### config.mk
export PLATFORM = sky130hd
export DESIGN_NAME = rv32_rf_write_arbiter
export DESIGN_NICKNAME = d
export VERILOG_FILES = /design/src/rtl/rv32_rf_write_arbiter.sv
export SDC_FILE = /design/constraint.sdc
export NUM_CORES = 1
export LEC_CHECK = 0
export ABC_AREA = 1
export CAP_MARGIN = 20
export CORE_AREA = 8 8 80 153
export DETAILED_ROUTE_END_ITERATION = 6
export DIE_AREA = 0 0 88 161
export PLACE_DENSITY = 0.82
export SLEW_MARGIN = 10
export SYNTH_ARGS = -nofsm -noshare
export SYNTH_HDL_FRONTEND = slang
export SYNTH_SLANG_ARGS = --single-unit
### constraint.sdc
create_clock -name clk -period 3.4 [get_ports clk]
set_clock_uncertainty 0.2 [all_clocks]
set_input_delay 0.51 -clock clk [delete_from_list [all_inputs] [get_ports clk]]
set_output_delay 0.51 -clock clk [all_outputs]
set_load 0.02 [all_outputs]
### src/rtl/rv32_rf_write_arbiter.sv
// Shares the RF write port: writeback wins, long-latency results bypass when idle or queue and drain into free slots.
// Bypass is 0 cycles; alt_ready drops when the queue is full without a pop, or while a starvation drain stalls the pipe.
module rv32_rf_write_arbiter #(
  parameter int DATA_W     = 32,
  parameter int REG_ID_W   = 5,
  parameter int FIFO_DEPTH = 2,
  parameter int MAX_WAIT   = 4
) (
  input  logic                clk,
  input  logic                resetn,
  input  logic                pipe_reg_write,
  input  logic [REG_ID_W-1:0] pipe_rd,
  input  logic [DATA_W-1:0]   pipe_data,
  input  logic                alt_valid,
  input  logic [REG_ID_W-1:0] alt_rd,
  input  logic [DATA_W-1:0]   alt_data,
  output logic                alt_ready,
  output logic                pipe_stall,
  output logic                rf_we,
  output logic [REG_ID_W-1:0] rf_rd,
  output logic [DATA_W-1:0]   rf_wdata
);
  localparam int PTR_W  = (FIFO_DEPTH > 1) ? $clog2(FIFO_DEPTH) : 1;
  localparam int CNT_W  = $clog2(FIFO_DEPTH + 1);
  localparam int WAIT_W = $clog2(MAX_WAIT + 1);
  localparam logic [CNT_W-1:0]  FULL_CNT = CNT_W'(FIFO_DEPTH);
  localparam logic [WAIT_W-1:0] WAIT_MAX = WAIT_W'(MAX_WAIT);

  typedef enum logic {NORMAL, FORCE_DRAIN} state_t;

  state_t                state_q;
  logic [FIFO_DEPTH-1:0] ent_vld_q;
  logic [REG_ID_W-1:0]   ent_rd_q   [FIFO_DEPTH];
  logic [DATA_W-1:0]     ent_data_q [FIFO_DEPTH];
  logic [PTR_W-1:0]      head_q;
  logic [PTR_W-1:0]      tail_q;
  logic [CNT_W-1:0]      count_q;
  logic [WAIT_W-1:0]     wait_q;

  logic              fifo_empty;
  logic              fifo_full;
  logic              head_vld;
  logic              any_vld;
  logic              pipe_grant;
  logic              squash_alt;
  logic              alt_drop;
  logic              pop;
  logic              pop_vld;
  logic              push;
  logic              bypass;
  logic [CNT_W-1:0]  count_d;
  logic [WAIT_W-1:0] wait_d;

  always_comb begin
    fifo_empty = (count_q == '0);
    fifo_full  = (count_q == FULL_CNT);
    head_vld   = !fifo_empty && ent_vld_q[head_q];
    any_vld    = |ent_vld_q;
    pipe_grant = 1'b0;
    squash_alt = 1'b0;
    alt_drop   = 1'b0;
    pop        = 1'b0;
    pop_vld    = 1'b0;
    push       = 1'b0;
    bypass     = 1'b0;
    alt_ready  = 1'b0;
    rf_we      = 1'b0;
    rf_rd      = '0;
    rf_wdata   = '0;

    if (state_q == NORMAL) begin
      pipe_grant = pipe_reg_write && (pipe_rd != '0);
      if (pipe_grant) begin
        rf_we    = 1'b1;
        rf_rd    = pipe_rd;
        rf_wdata = pipe_data;
        // A dead head entry needs no port slot, so it retires alongside the pipeline write.
        pop      = !fifo_empty && !ent_vld_q[head_q];
      end else if (head_vld) begin
        rf_we    = 1'b1;
        rf_rd    = ent_rd_q[head_q];
        rf_wdata = ent_data_q[head_q];
        pop      = 1'b1;
        pop_vld  = 1'b1;
      end else if (!fifo_empty) begin
        pop = 1'b1;
      end else if (alt_valid && (alt_rd != '0)) begin
        bypass   = 1'b1;
        rf_we    = 1'b1;
        rf_rd    = alt_rd;
        rf_wdata = alt_data;
      end

      // The pipeline write is younger, so a same-rd alt result is already stale.
      squash_alt = pipe_grant && (alt_rd == pipe_rd);
      alt_drop   = (alt_rd == '0) || squash_alt;
      alt_ready  = !fifo_full || pop || alt_drop || bypass;
      push       = alt_valid && !alt_drop && !bypass && (!fifo_full || pop);
    end else begin
      if (head_vld) begin
        rf_we    = 1'b1;
        rf_rd    = ent_rd_q[head_q];
        rf_wdata = ent_data_q[head_q];
        pop      = 1'b1;
        pop_vld  = 1'b1;
      end else if (!fifo_empty) begin
        pop = 1'b1;
      end
    end

    if (!resetn) begin
      rf_we     = 1'b0;
      alt_ready = 1'b0;
    end
  end

  always_comb begin
    count_d = count_q + CNT_W'(push) - CNT_W'(pop);
    wait_d  = wait_q;
    if ((state_q == FORCE_DRAIN) || pop_vld || fifo_empty) begin
      wait_d = '0;
    end else if (any_vld && (wait_q != WAIT_MAX)) begin
      wait_d = wait_q + WAIT_W'(1);
    end
  end

  assign pipe_stall = resetn && (state_q == FORCE_DRAIN);

  always_ff @(posedge clk or negedge resetn) begin
    if (!resetn) begin
      state_q   <= NORMAL;
      ent_vld_q <= '0;
      head_q    <= '0;
      tail_q    <= '0;
      count_q   <= '0;
      wait_q    <= '0;
      for (int i = 0; i < FIFO_DEPTH; i++) begin
        ent_rd_q[i]   <= '0;
        ent_data_q[i] <= '0;
      end
    end else begin
      for (int i = 0; i < FIFO_DEPTH; i++) begin
        if (pipe_grant && ent_vld_q[i] && (ent_rd_q[i] == pipe_rd)) begin
          ent_vld_q[i] <= 1'b0;
        end
      end
      if (pop) begin
        ent_vld_q[head_q] <= 1'b0;
        head_q            <= head_q + PTR_W'(1);
      end
      // Push follows pop so a full queue can retire and refill the same slot in one cycle.
      if (push) begin
        ent_vld_q[tail_q]  <= 1'b1;
        ent_rd_q[tail_q]   <= alt_rd;
        ent_data_q[tail_q] <= alt_data;
        tail_q             <= tail_q + PTR_W'(1);
      end
      count_q <= count_d;
      wait_q  <= wait_d;
      case (state_q)
        NORMAL:      if (wait_d == WAIT_MAX) state_q <= FORCE_DRAIN;
        FORCE_DRAIN: if (count_d == '0) state_q <= NORMAL;
        default:     state_q <= NORMAL;
      endcase
    end
  end

endmodule

==> results of run 1 <==
[layout by cell type (no fill, tap or decap), drive strengths merged]
cell	netlist	routed
a21oi	15	15
and2	1	1
buf	28	34
clkbuf	24	12
clkdlybuf4s50	0	96
clkinv	0	2
clkinvlp	0	1
dfrtp	84	84
dlygate4sd3	0	1
dlymetal6s2s	0	20
ha	4	4
inv	31	32
mux2i	22	22
nand2	264	264
nand3	34	34
nand4	75	75
nor2	35	35
nor3	1	1
o211ai	18	18
o21a	1	1
o21ai	17	17
o221ai	4	4
o22ai	1	1
o31ai	1	1
xnor2	10	10
xor2	5	5
[cell type report]
cell class,count,area [um2],area share (%)
Timing Repair Buffer,151,1500,22.2
Inverter,31,116,1.72
Multi-Input combinational cell,508,2570,38.0
Sequential cell,84,2100,31.1
Clock buffer,12,267,3.95
Tap cell,137,171,2.54
Clock inverter,4,30.0,0.445
[through the flow]
stage,worst slack [ns],hold WS [ns]
finish,0.108,0.269
global route,-0.0290,0.290
CTS,0.0633,0.273
detailed placement,0.0893,0.212
global placement,0.120,0.206
floorplan,0.868,0.0144
[critical path, delay by kind of cell]
| kind | cells | cell delay, ns |
|---|---|---|
| compound gates | 3 | 0.45 |
| buf+inv | 3 | 1.35 |
| simple gates | 3 | 0.26 |
[state kept, by name (all words and copies together), names as in the netlist]
name / cells
ent_data_q: 64
ent_rd_q: 10
wait_q: 3
count_q: 2
ent_vld_q: 2
head_q: 1
state_q: 1
tail_q: 1
[routing by layer]
layer  part of all wire, %  routed length, um
met1                    40               6360
met5                     0                  0
met2                    50               7940
met4                   2.4                377
met3                   6.9               1100
[worst paths after layout]
kind / start / endpoint / cells past startpoint
min in group asynchronous: resetn / ent_data_q[36] / 2
worst max-delay path: alt_rd[4] / rf_wdata[9] / 9
worst max register to register: head_q / state_q / 14
max in group asynchronous: resetn / head_q / 3
worst min-delay path: ent_data_q[12] / ent_data_q[12] / 2
worst min register to register: ent_data_q[12] / ent_data_q[12] / 2
[what timing repair did]
action                     CTS  global route
hold buffers                 1             0
setup endpoints to repair    0            20
hold endpoints to repair    17             0
gates resized for setup      0            20
[power by group]
group          switching [mW]  internal [mW]  total, mW
sequential              0.320           1.49       1.81
clock                   0.405          0.558      0.963
combinational            1.94           1.27       3.21
[cells by family (layout without fill, tap and decap cells)]
family / Yosys count / in the layout / synth area share [%]
AOI/OAI and AO/OA: 57 / 57 / 6.98
adders and majority gates: 4 / 4 / 0.993
buffers and inverters: 83 / 198 / 7.55
DFF: 84 / 84 / 41.7
xor gates and xnor gates: 15 / 15 / 2.61
muxes: 22 / 22 / 4.37
and+or+nand+nor: 410 / 410 / 35.8
==> run summary, run 1 <==
The flow ran to the end, and the final reports show no timing, DRC or antenna violations. The total global routing track utilization came out at 22.9%. The max-capacitance violation count came out at 0. The type of element capturing the critical path is an output pin. STA classifies the critical path startpoint as an input port. Setup total negative slack on the finished layout was measured at 0 ns. In the post-synthesis netlist, the cell with the most instances is sky130_fd_sc_hd__nand2_1. The die boundary width came out at 88 um. The length of the first detailed-routing pass in iterations came out at 5. Among all flip-flop cells after synthesis, the most frequent one is sky130_fd_sc_hd__dfrtp_1. The half-perimeter wire length after detailed placement came out at 10700 um. The overall die area came out at 0.0142 mm2.

The floorplan has between 50 and 60 rows. The category of the critical setup timing path is input port to output pin. Once layout is complete, the utilization of the core stands at 65.7%. The number of diodes added for antenna fixing is 0.

In the routed design, unresolved DRC markers number 0. The mean post-synth cell area came out at 7.46 um2. Synthesis produced a netlist whose cell count is 675. The number of max-slew violations in the final report came to 0. The biggest area contributor in the post-synthesis netlist is sky130_fd_sc_hd__dfrtp_1. The share of synthesized registers carrying an async set or reset came out at 100%.

The overall power came out at 5.98 mW. The aggregate global routing overflow is 0. The clock reaches the later pin of the worst-skew pair after 0.34 ns.

The clock slew at the register clock pins of the worst setup and hold paths came out at 0.06 ns. The synthesis-to-finish area growth is 34.1%. The global routing stage identified its most utilized layer as met2.

The register-to-register setup slack is ~0.87 ns. The number of buffers added by the clock tree synthesis step is 9. The data arrival time of the critical path came out at about 2.6 ns. The global routing usage on met3 came out at 4.02%. The Yosys warning count came out at 0. The critical path goes through clkdlybuf4s50_1, nor2_1, nand3_1, nand2_1, a21oi_1, buf_4, o21ai_0, a21oi_1, clkdlybuf4s50_1. The number of nets handed over by synthesis was roughly 760. Of all nets on the critical path, the largest fanout is 7. The clock tree synthesis step divided the H-tree into 3 levels. After synthesis, the cell types taking the most area are sky130_fd_sc_hd__dfrtp_1, sky130_fd_sc_hd__nand2_1, sky130_fd_sc_hd__nand4_1.

The first-iteration detailed-routing DRC count came out at 416. The post-placement cell count is 910. For this design the ratio of total power to cell area is 885 mW/mm2. Using the TritonRoute via totals, the vias-per-cell ratio works out to 5.56.

The clock passes through at most 2 buffers. The share of the synthesized area in the top cell type is 41.7%. The initial utilization of the core area, before any placement, comes to 49.0%. The count of endpoints failing hold in the final timing report came out at 0. VDD sags by at most 0.000841 V. The min-delay analysis places its worst path in the category flip-flop to flip-flop.

The number of routed nets with antenna violations came out at 0. The final standard cell count with taps included and fillers excluded is 927. The number of distinct library cell variants in the gate-level netlist after synthesis came out at 29.

Dividing the final minimum period by the clock period gives 96.8%. The number of setup buffers added after CTS is 0. TritonCTS built the clock tree. The number of enable flip-flop cells after synthesis came out at 0. Clock tree synthesis selected as its root buffer the cell sky130_fd_sc_hd__clkbuf_16. The minimum clock period is 3.29 ns. The highest clock rate is 304 MHz.

The I/O pin count came out at 118. In this run the static leakage power is 3.50 nW. The number of global-route vias before repair came out at 5362. The largest net degree at the start of global routing came out at 77. The average detailed-routed wire length per instance came out at approximately 17 um.

The slowest library cell on the worst path is sky130_fd_sc_hd__clkdlybuf4s50_1. The post-placement cell area came out at 0.00640 mm2. The routed design has 15800 um of wire. The synthesized design contains 84 register bits.

For the pin with the worst max-slew slack, the measured transition is 0.849 ns. The number of buffers added on ports is between 100 and 150. The initial antenna violation count came out at 0. The total via count in the routed design is between 5000 and 6000.

The ratio of cells with drive above 1 in the final layout is between 7 and 8%. The part of the Yosys area used for sequential elements is 41.7%. After the last flow step, the layout net total stands at 867. The endpoint required time on the critical path came out at 2.69 ns. Counting instances in the post-synthesis netlist gives the leading cell types as sky130_fd_sc_hd__nand2_1, sky130_fd_sc_hd__dfrtp_1, sky130_fd_sc_hd__nand4_1. For met2 alone, demand over resource in global routing was 38.7%. Setup violations remaining at the end of the flow were counted as 0. In this run the tightest slew margin relative to its limit is 43.4%. The delay contributed by the slowest stage of the critical path came out at 0.61 ns. The global routing usage on met1 came out at 27.1%. The clock drives 84 sinks. From bottom edge to top edge, the die measures ~160 um.

The final design area excluding fillers came out at roughly 0.0068 mm2. The cell area after synthesis came out at 0.00504 mm2. The final estimated routing congestion in global placement came out at 0.893. The count of filler cells inserted in the layout is 866. The global-route wire length before repair came out at 25900 um.

The region available for standard cell placement spans 0.0103 mm2.
Note: power is estimated with default switching activity, not from simulation.
==> run 2: changes to the inputs <==
- CELL_PAD_IN_SITES_DETAIL_PLACEMENT: not set -> 1
- CELL_PAD_IN_SITES_GLOBAL_PLACEMENT: not set -> 2
- CORE_AREA: 8 8 80 153 -> 8 8 104 201
- DIE_AREA: 0 0 88 161 -> 0 0 112 209
- PLACE_DENSITY: 0.82 -> 0.83
==> run 2 against run 1 <==
  * Worst setup slack worse by 0.047 ns
  * Final area up 2.0%
  * Non-clock buffer count up 3
  * Critical path depth unchanged
  * Critical path type unchanged
==> run summary, run 2 (synthesis results as in run 1) <==
The type of element capturing the critical path is an output pin (unchanged). The ratio of cells with drive above 1 in the final layout was 8.45% (was 7.97%). The net switching component of the power came out at 2.85 mW (was 2.67 mW).

The initial antenna violation count came out at 0 (unchanged). The number of routed nets with antenna violations came out at 0 (unchanged). Largest registers in the final layout: ent_data_q (64), ent_rd_q (10), wait_q (3) (unchanged). The final design utilization was 37.8% (was 65.7%). The power share of the sequential group was 28.7% (was 30.2%). The actual transition at the worst max-transition pin is 0.856 ns (was 0.849 ns). The power density of the placed cells is 910 mW/mm2 (was 885 mW/mm2). The category of the critical setup timing path is input port to output pin (unchanged). The mean number of vias per cell was 5.31 (was 5.56). The setup TNS after final layout is 0 ns (unchanged). The headroom to the max-slew limit is 42.9% (was 43.4%). The total global routing track utilization is 17.5% (was 22.9%). The number of diodes added for antenna fixing is 0 (unchanged). The synthesis-to-finish area growth came out at 36.7% (was 34.1%). The post-placement cell area is 0.00653 mm2 (was 0.00640 mm2). The vertical die dimension is 209 um (was 161 um). The endpoint required time on the critical path is 2.69 ns (about the same). The data arrival time of the critical path came to 2.63 ns (was 2.58 ns). The final design area excluding fillers is 0.00689 mm2 (was 0.00676 mm2). The post-placement cell count is 992 (was 910). The highest clock rate is 299 MHz (was 304 MHz). The total via count in the routed design is 5362 (was 5152). The largest net degree at the start of global routing came to 77 (unchanged).

The number of global-route vias before repair came out at 6082 (was 5362). The post-layout net count is 870 (was 867). The final estimated routing congestion in global placement is 0.805 (was 0.893). The overall die area is 0.0234 mm2 (was 0.0142 mm2). The initial standard-cell utilization of the core came to 27.7% (was 49.0%).

The register bank with the most flops is ent_data_q (unchanged). The maximum net fanout on the critical path came out at 7 (unchanged). The max-capacitance violation count is 0 (unchanged). The final wirelength was 20000 um (was 15800 um). The first-iteration detailed-routing DRC count is 236 (was 416).

Commonest non-fill, non-tap cells in the layout: sky130_fd_sc_hd__nand2_1, sky130_fd_sc_hd__dfrtp_1, sky130_fd_sc_hd__clkdlybuf4s50_1, sky130_fd_sc_hd__nand4_1, sky130_fd_sc_hd__buf_4 (was sky130_fd_sc_hd__nand2_1, sky130_fd_sc_hd__clkdlybuf4s50_1, sky130_fd_sc_hd__dfrtp_1, sky130_fd_sc_hd__nand4_1, sky130_fd_sc_hd__buf_4). The average detailed-routed wire length per instance is 19.8 um (was 17.0 um). The I/O pin count is 118 (unchanged). The startpoint class of the critical path is an input port (unchanged).

The type of the worst min-delay path is flip-flop to flip-flop (unchanged). The area of the placeable core is 0.0182 mm2 (was 0.0103 mm2). The CTS tree is yes (unchanged). The H-tree depth came to 3 (unchanged). The total leakage power came to 3.50 nW (about the same).

The number of buffers added by the clock tree synthesis step is 9 (unchanged). The minimum clock period is 3.34 ns (was 3.29 ns). The clock slew at the register clock pins of the worst setup and hold paths is 0.06 ns (about the same). The half-perimeter wire length after detailed placement is 14400 um (was 10700 um).

The deepest clock path buffer count came out at 2 (unchanged). The number of placement rows is 70 (was 53). The total DRC errors in the routed layout came out at 0 (unchanged). The part of the total power dissipated in the clock network was 18.1% (was 16.1%). The number of buffers added on ports is 117 (unchanged).

The die boundary width came out at 112 um (was 88 um). The clock net sink count came out at 84 (unchanged). The proportion of total power due to net switching came out at 45.4% (was 44.6%). The clock insertion delay at the later pin of the skew report was 0.34 ns (about the same). The most frequent standard cell in the layout excluding fill and tap cells was sky130_fd_sc_hd__nand2_1 (unchanged). The length of the first detailed-routing pass in iterations was 4 (was 5). The final standard cell count with taps included and fillers excluded was 1009 (was 927). The global-route wire length before repair came out at 32400 um (was 25900 um). The internal power is 3.43 mW (was 3.31 mW). The worst vdd rail ir drop is 0.000346 V (was 0.000841 V). The root buffer cell is sky130_fd_sc_hd__clkbuf_16 (unchanged).

The final worst-path cycle share is 98.2% (was 96.8%). Setup repair after global routing left no endpoint under its margin. The number of endpoints failing setup at the final stage was 0 (unchanged). The number of setup buffers added after CTS is 0 (unchanged).

The portion of total power attributed to combinational logic is 53.2% (was 53.7%). The count of endpoints failing hold in the final timing report came out at 0 (unchanged). The aggregate global routing overflow was 0 (unchanged). Status: finished, final reports clean (unchanged). The flip-flop count of the largest register, all copies and words added is 64 (unchanged). The number of max-slew violations in the final report is 0 (unchanged).
run 2: cell count changes in the layout (fill, tap and decap cells not counted), sizes merged:
cell / previous run / this run
dlygate4sd2: 0 / 22
clkdlybuf4s50: 96 / 81
dlymetal6s2s: 20 / 12
buf: 34 / 38
bufinv: 0 / 3
clkbuf: 12 / 10
clkinv: 2 / 3
clkinvlp: 1 / 0
inv: 32 / 31
run 2: layout make-up:
type / count / area [um2]
Clock buffer: 10 / 229
Timing Repair Buffer: 154 / 1490
Tap cell: 216 / 270
Clock inverter: 6 / 113
Fill cell: 2222 / 11300
Sequential cell: 84 / 2100
Multi-Input combinational cell: 508 / 2570
Inverter: 31 / 116
run 2: power groups by stage:
stage               logic, mW  registers, mW  clock network [mW]
finish                   3.33           1.80                1.14
global route             3.69           1.87                1.21
CTS                      3.41           1.80                1.17
detailed placement       3.46           1.82                   0
global placement         3.35           1.77                   0
floorplan                2.15           1.71                   0
run 2: repair_timing:
action | in CTS | in global routing
endpoints found under the hold margin | 18 | 0
hold buffers | 1 | 0
gates resized for setup | 22 | 12
endpoints found under the setup margin | 22 | 12
run 2: path summary, 6_finish.rpt:
kind                                 from             end  slack, ns  cells after the start
hold / removal             ent_data_q[39]  ent_data_q[39]       0.27                      2
setup reg to reg               count_q[0]  ent_data_q[21]       0.68                     13
max in group asynchronous          resetn  ent_data_q[31]       1.70                      3
setup / recovery                alt_rd[0]    rf_wdata[26]       0.06                      9
min in group asynchronous          resetn  ent_data_q[62]       0.42                      2
hold reg to reg            ent_data_q[39]  ent_data_q[39]       0.27                      2
run 2: critical path, stage by stage:
cell and delay, ns:
sky130_fd_sc_hd__clkdlybuf4s50_1 0.61, sky130_fd_sc_hd__nor2_1 0.07, sky130_fd_sc_hd__nand3_1 0.09, sky130_fd_sc_hd__nand2_1 0.12, sky130_fd_sc_hd__a21oi_2 0.19, sky130_fd_sc_hd__buf_4 0.18, sky130_fd_sc_hd__o21ai_0 0.09, sky130_fd_sc_hd__a21oi_1 0.14
sky130_fd_sc_hd__clkdlybuf4s50_1 0.63
run 2: per-layer routing:
layer,GRT usage (%),part of all wire [%],vias to the layer above
li1,-,-,2478
met1,17.5,37,2719
met2,33.6,56,129
met3,3.03,3.7,36
met4,8.58,3.5,0
met5,0,0,-
run 2: metrics by stage:
stage,hold slack (ns),power (mW),worst slack [ns]
floorplan,0.0144,3.86,0.868
global route,0.298,6.76,0.000230
finish,0.274,6.27,0.0602
global placement,0.241,5.12,0.0323
detailed placement,0.242,5.28,0.00697
CTS,0.274,6.38,0.00166
==> run 3: changes to the inputs <==
- REMOVE_ABC_BUFFERS: not set -> 1
==> run 3 against run 2 <==
  * Final area increased by 1.1%
  * Sequential share of layout area decreased by 0.32 points
  * Non-clock buffer count increased by 2
  * Total power decreased by 1.6%
  * Combinational power increased by 1%
  * Cell count increased by 0.20%
  * First-iteration DRC count decreased by 20%
==> run summary, run 3 (synthesis results as in run 1) <==
The type of the worst min-delay path is flip-flop to flip-flop (unchanged). The total global routing track utilization is 17.2% (was 17.5%). The count of filler cells inserted in the layout came out at 2233 (was 2222). The number of global-route vias before repair is 5914 (was 6082).

The final estimated routing congestion in global placement is 0.805 (about the same). The startpoint class of the critical path is an input port (unchanged). The vertical die dimension is 209 um (unchanged). The I/O pin count came out at 118 (unchanged). The power share of the sequential group is 29.1% (was 28.7%). The mean number of vias per cell came out at 5.18 (was 5.31). The total DRC errors in the routed layout came to 0 (unchanged).

The area of the placeable core is 0.0182 mm2 (unchanged). The clock insertion delay at the later pin of the skew report came out at 0.34 ns (about the same). The number of placement rows is 70 (unchanged).

The half-perimeter wire length after detailed placement is 14500 um (was 14400 um). The instance count along the most critical hold path came out at 2 (unchanged). The root buffer cell was sky130_fd_sc_hd__clkbuf_16 (unchanged). The proportion of total power due to net switching came out at 46.0% (was 45.4%). The H-tree depth came out at 3 (unchanged). The maximum net fanout on the critical path is 15 (was 7). The number of endpoints failing setup at the final stage was 0 (unchanged). The first-iteration detailed-routing DRC count came to 189 (was 236). Status: finished, final reports clean (unchanged). The depth of the most critical reg-to-reg path is 16 (was 13). The average detailed-routed wire length per instance is 19.5 um (was 19.8 um). The part of the total power dissipated in the clock network came out at 16.2% (was 18.1%). The aggregate global routing overflow was 0 (unchanged). The minimum hold slack came out at 0.271 ns (was 0.274 ns). The synthesis-to-finish area growth came out at 38.2% (was 36.7%). The number of routed nets with antenna violations is 0 (unchanged). The initial antenna violation count came out at 0 (unchanged).

Largest registers in the final layout: ent_data_q (64), ent_rd_q (10), wait_q (3) (unchanged). The net switching component of the power came out at 2.84 mW (was 2.85 mW). The category of the critical setup timing path was input port to output pin (unchanged).

The number of buffers added on ports came out at 117 (unchanged). The hold path startpoint is ent_data_q[37] (was ent_data_q[39]). The number of setup buffers added after CTS is 0 (unchanged).

The number of max-slew violations in the final report is 0 (unchanged). The startpoint of the worst register-to-register path is count_q[0] (unchanged). The CTS tree was yes (unchanged). The die boundary width is 112 um (unchanged). The register-to-register setup slack is 0.88 ns (was 0.68 ns). The internal power is 3.33 mW (was 3.43 mW). The clock net sink count is 84 (unchanged). The register bank with the most flops is ent_data_q (unchanged). The worst vdd rail ir drop came out at 0.000333 V (was 0.000346 V).

The total leakage power is 3.74 nW (was 3.50 nW). Commonest non-fill, non-tap cells in the layout: sky130_fd_sc_hd__nand2_1, sky130_fd_sc_hd__dfrtp_1, sky130_fd_sc_hd__clkdlybuf4s50_1, sky130_fd_sc_hd__nand4_1, sky130_fd_sc_hd__dlymetal6s2s_1 (was sky130_fd_sc_hd__nand2_1, sky130_fd_sc_hd__dfrtp_1, sky130_fd_sc_hd__clkdlybuf4s50_1, sky130_fd_sc_hd__nand4_1, sky130_fd_sc_hd__buf_4). The deepest clock path buffer count came out at 2 (unchanged). The portion of total power attributed to combinational logic came out at 54.7% (was 53.2%).

The max-capacitance violation count is 0 (unchanged). The ratio of cells with drive above 1 in the final layout came out at 8.68% (was 8.45%). The actual transition at the worst max-transition pin came out at 0.620 ns (was 0.856 ns).

The power density of the placed cells is 886 mW/mm2 (was 910 mW/mm2). Unrepaired setup endpoints after global routing: no (unchanged). The clock slew at the register clock pins of the worst setup and hold paths came out at 0.06 ns (about the same).

The initial standard-cell utilization of the core came out at 27.7% (unchanged). The endpoint required time on the critical path is 2.69 ns (about the same). The minimum clock period is 3.19 ns (was 3.34 ns). The global-route wire length before repair came to 31800 um (was 32400 um). The number of diodes added for antenna fixing is 0 (unchanged).

The final wirelength came to 19800 um (was 20000 um). The sink of the worst hold path is ent_data_q[37] (was ent_data_q[39]). The data arrival time of the critical path is 2.48 ns (was 2.63 ns). The final worst-path cycle share is 93.9% (was 98.2%). The headroom to the max-slew limit came out at 58.7% (was 42.9%). The total via count in the routed design came out at 5242 (was 5362). The largest net degree at the start of global routing came to 50 (was 77). The post-layout net count is 872 (was 870). The highest clock rate is 313 MHz (was 299 MHz). The number of buffers added by the clock tree synthesis step came out at 9 (unchanged).

The setup TNS after final layout came to 0 ns (unchanged). The overall die area is 0.0234 mm2 (unchanged). The count of endpoints failing hold in the final timing report is 0 (unchanged). The capture instance of the worst register-to-register path was state_q (was ent_data_q[21]). The length of the first detailed-routing pass in iterations came out at 5 (was 4).

The type of element capturing the critical path is an output pin (unchanged). The flip-flop count of the largest register, all copies and words added is 64 (unchanged). The most frequent standard cell in the layout excluding fill and tap cells is sky130_fd_sc_hd__nand2_1 (unchanged).
-- run 3: area by class of cell --
type | instances | area [um2] | share of cell area, %
tap | 216 | 270 | 3.88
multi-input combinational | 508 | 2570 | 36.8
clock buffer | 9 | 225 | 3.23
clock inverter | 7 | 76.3 | 1.10
timing repair buffer | 156 | 1610 | 23.1
sequential | 84 | 2100 | 30.2
inverter | 31 | 116 | 1.67
-- run 3: worst max-delay path by stage --
stage / from / to / slack [ns]
final: alt_rd[4] / rf_we / 0.21
after detailed placement: alt_rd[1] / rf_wdata[2] / -0.08
after CTS: pipe_rd[0] / rf_wdata[8] / 0.003
after global placement: alt_rd[1] / rf_wdata[2] / -0.05
after global routing: alt_rd[1] / rf_we / 0.02
after floorplan: head_q / ent_data_q[0] / -0.85
-- run 3: power by group through the flow --
stage	combinational (mW)	clock, mW	sequential, mW
3_5_place_dp	3.46	0	1.81
6_report	3.37	1.00	1.79
2_1_floorplan	1.87	0	1.82
5_1_grt	3.73	1.07	1.86
4_1_cts	3.48	1.02	1.80
3_3_place_gp	3.34	0	1.77
-- run 3: worst max-delay path, cell delays in order --
cell and delay, ns:
sky130_fd_sc_hd__clkdlybuf4s50_1 0.50, sky130_fd_sc_hd__nor2_1 0.09, sky130_fd_sc_hd__nand3_1 0.10, sky130_fd_sc_hd__nand2_1 0.11
sky130_fd_sc_hd__a21oi_1 0.20, sky130_fd_sc_hd__buf_6 0.21, sky130_fd_sc_hd__o21ai_0 0.10, sky130_fd_sc_hd__inv_1 0.07
sky130_fd_sc_hd__clkdlybuf4s50_1 0.60
-- run 3: repair_timing --
item,in CTS,in global routing
hold buffers,1,0
setup endpoints to repair,2,37
hold endpoints to repair,16,0
resized for setup,2,37
-- run 3: metrics by stage --
stage	setup slack (ns)	std cells	area, um2	power (mW)	util, %
after floorplan	-0.849	623	4770	3.69	-
after global placement	-0.0518	994	6560	5.10	36.0
after detailed placement	-0.0810	994	6560	5.28	36.0
after CTS	0.00251	1011	6870	6.30	37.7
after global routing	0.0241	1011	6960	6.66	38.2
final	0.209	1011	6960	6.17	38.2
-- run 3: metal layers --
layer / GRT usage (%) / vias up / wire [um]
li1: - / 2487 / -
met1: 17.4 / 2598 / 7220
met2: 32.8 / 119 / 11000
met3: 2.54 / 38 / 660
met4: 9.28 / 0 / 841
met5: 0 / - / 0
==> variant (config.mk and constraints of run 1) <==
Set the parameter `DATA_W` to 36 (it was 32).
--- a/src/rtl/rv32_rf_write_arbiter.sv
+++ b/src/rtl/rv32_rf_write_arbiter.sv
@@ -1,7 +1,7 @@
 // Shares the RF write port: writeback wins, long-latency results bypass when idle or queue and drain into free slots.
 // Bypass is 0 cycles; alt_ready drops when the queue is full without a pop, or while a starvation drain stalls the pipe.
 module rv32_rf_write_arbiter #(
-  parameter int DATA_W     = 32,
+  parameter int DATA_W     = 36,
   parameter int REG_ID_W   = 5,
   parameter int FIFO_DEPTH = 2,
   parameter int MAX_WAIT   = 4
Interface: changed (resized alt_data, pipe_data and rf_wdata); port bits go from 118 to 130. No check against the original RTL was run, so the function may have changed too.
==> variant against run 1 <==
Synthesized area is 10% higher; wire length increased by 7.7%; setup slack lost 0.0018 ns; total power grew 7.0%; combinational power increased by 8.7%; final area is 9.1% higher; sequential cell count grew 8.
==> variant: results (changes against run 1) <==
| Metric | Value |
|---|---|
| Syn Nets | 815 (was 757) |
| Peak supply drop | 0.6052 mV (was 0.8413 mV) |
| Main synth FF type | dfrtp_1 (unchanged) |
| Vias per Instance | 5.694 (was 5.558) |
| Commonest cells post-synth | 277 x nand2_1, 92 x dfrtp_1, 83 x nand4_1 (was 262 x nand2_1, 84 x dfrtp_1, 75 x nand4_1) |
| Largest net degree at the start of global routing | 85 (was 77) |
| Leakage power | 0.003985 uW (was 0.003501 uW) |
| Total track usage | 0.2499 (was 0.2288) |
| ANT cells | 0 (unchanged) |
| Initial DRC Count | 476 (was 416) |
| Final Net Count | 934 (was 867) |
| Wire length of the first global-routing pass | 28190 um (was 25850 um) |
| # port buffers | 129 (was 117) |
| Initial DRT Pass Iterations | 5 (unchanged) |
| Final Wtd Congestion | 0.8848 (was 0.8931) |
| Final wirelength | 16990 um (was 15770 um) |
| Syn Inst Count | 725 (was 675) |
| Adder-Cell Fraction of Synth Area | 0.009033 (was 0.009933) |
| Seq/Total Area, Yosys | 0.4155 (was 0.4172) |
| Fill cell count | 797 (was 866) |
| Final Util | 0.7167 (was 0.6572) |
| Mux cell area share after synthesis | 0.04878 (was 0.04370) |
| Biggest regs | ent_data_q: 72 flops, ent_rd_q: 10 flops, wait_q: 3 flops (was ent_data_q: 64 flops, ent_rd_q: 10 flops, wait_q: 3 flops) |
| Root Driver | clkbuf_16 (unchanged) |
| Routed vias | 5614 (was 5152) |
| Max incr delay on CP | 0.62 ns |
| Layout cells sized above 1 | 0.08363 (was 0.07975) |
| Pint | 3539 uW (was 3315 uW) |
| Yosys warning total | 0 (unchanged) |
| Synth area leaders | dfrtp_1 42%, nand2_1 19%, nand4_1 9.4%, mux2i_1 4.9%, nand3_1 3.3% (was dfrtp_1 42%, nand2_1 20%, nand4_1 9.3%, mux2i_1 4.4%, nand3_1 3.2%) |
| Vias in the first global route | 5792 (was 5362) |
| Worst EP arrival | 2.58 ns (about the same) |
| Outcome | finished, final reports clean (unchanged) |
| Dpl ws | -0.02896 ns (was 0.08935 ns) |
| Slew margin rel. | 0.4473 (was 0.4343) |
| Compound-Gate Fraction of Synth Area | 0.06843 (was 0.06978) |
| Netlist cell types | 32 (was 29) |
| Xor and xnor fraction of the mapped netlist area | 0.02371 (was 0.02607) |
| CP max FO | 3 (was 7) |
| Placed Cells | 969 (was 910) |
| DP Area | 6983 sq um (was 6399 sq um) |
| Hpwl dp | 11730 um (was 10660 um) |
-- variant: worst paths after layout --
path                          startpoint              to  slack [ns]
max                            alt_rd[1]     rf_wdata[5]        0.11
min                        ent_data_q[3]   ent_data_q[3]        0.27
max reg2reg                       head_q         state_q        0.89
min reg2reg                ent_data_q[3]   ent_data_q[3]        0.27
max in group asynchronous         resetn  ent_data_q[28]        1.36
min in group asynchronous         resetn     ent_rd_q[8]        0.46
-- variant: kinds of logic (layout without fill, tap and decap cells) --
logic type / Yosys count / after routing
and+or+nand+nor: 439 / 439
DFF: 92 / 92
buffers and inverters: 88 / 212
AOI/OAI and AO/OA: 60 / 60
muxes: 27 / 27
xor gates and xnor gates: 15 / 15
adders and majority gates: 4 / 4
-- variant: per-layer routing --
layer,up-vias,global-route usage,part of all wire
met4,0,0.1121,0.026
met2,255,0.4085,0.50
met1,2651,0.3029,0.40
met5,-,0,0
met3,30,0.05191,0.076
li1,2678,-,-
-- variant: cell type report --
type	instances	share of cell area
Multi-Input combinational cell	545	0.3799
Sequential cell	92	0.3128
Inverter	31	0.01613
Tap cell	137	0.02327
Clock buffer	12	0.03618
Timing Repair Buffer	165	0.2286
Clock inverter	4	0.003057
-- variant: tightest hold or removal path, stage by stage, from the launching register on --
cell     delay, ns
dfrtp_1       0.34
nand2_1       0.05
nand2_1       0.05
-- variant: repair_timing --
action | 4_1_cts | 5_1_grt
gates cloned | 0 | 0
hold buffers | 1 | 0
endpoints found under the hold margin | 28 | 0
resized for setup | 4 | 36
pin swaps | 0 | 0
setup endpoints to repair | 4 | 36
-- variant: power groups by stage --
stage	combinational (uW)	sequential (uW)	clock (uW)
2_1_floorplan	2390	1860	0
3_3_place_gp	3440	1930	0
3_5_place_dp	3530	1960	0
4_1_cts	3540	1950	963
5_1_grt	3860	2020	1020
6_report	3490	1950	953
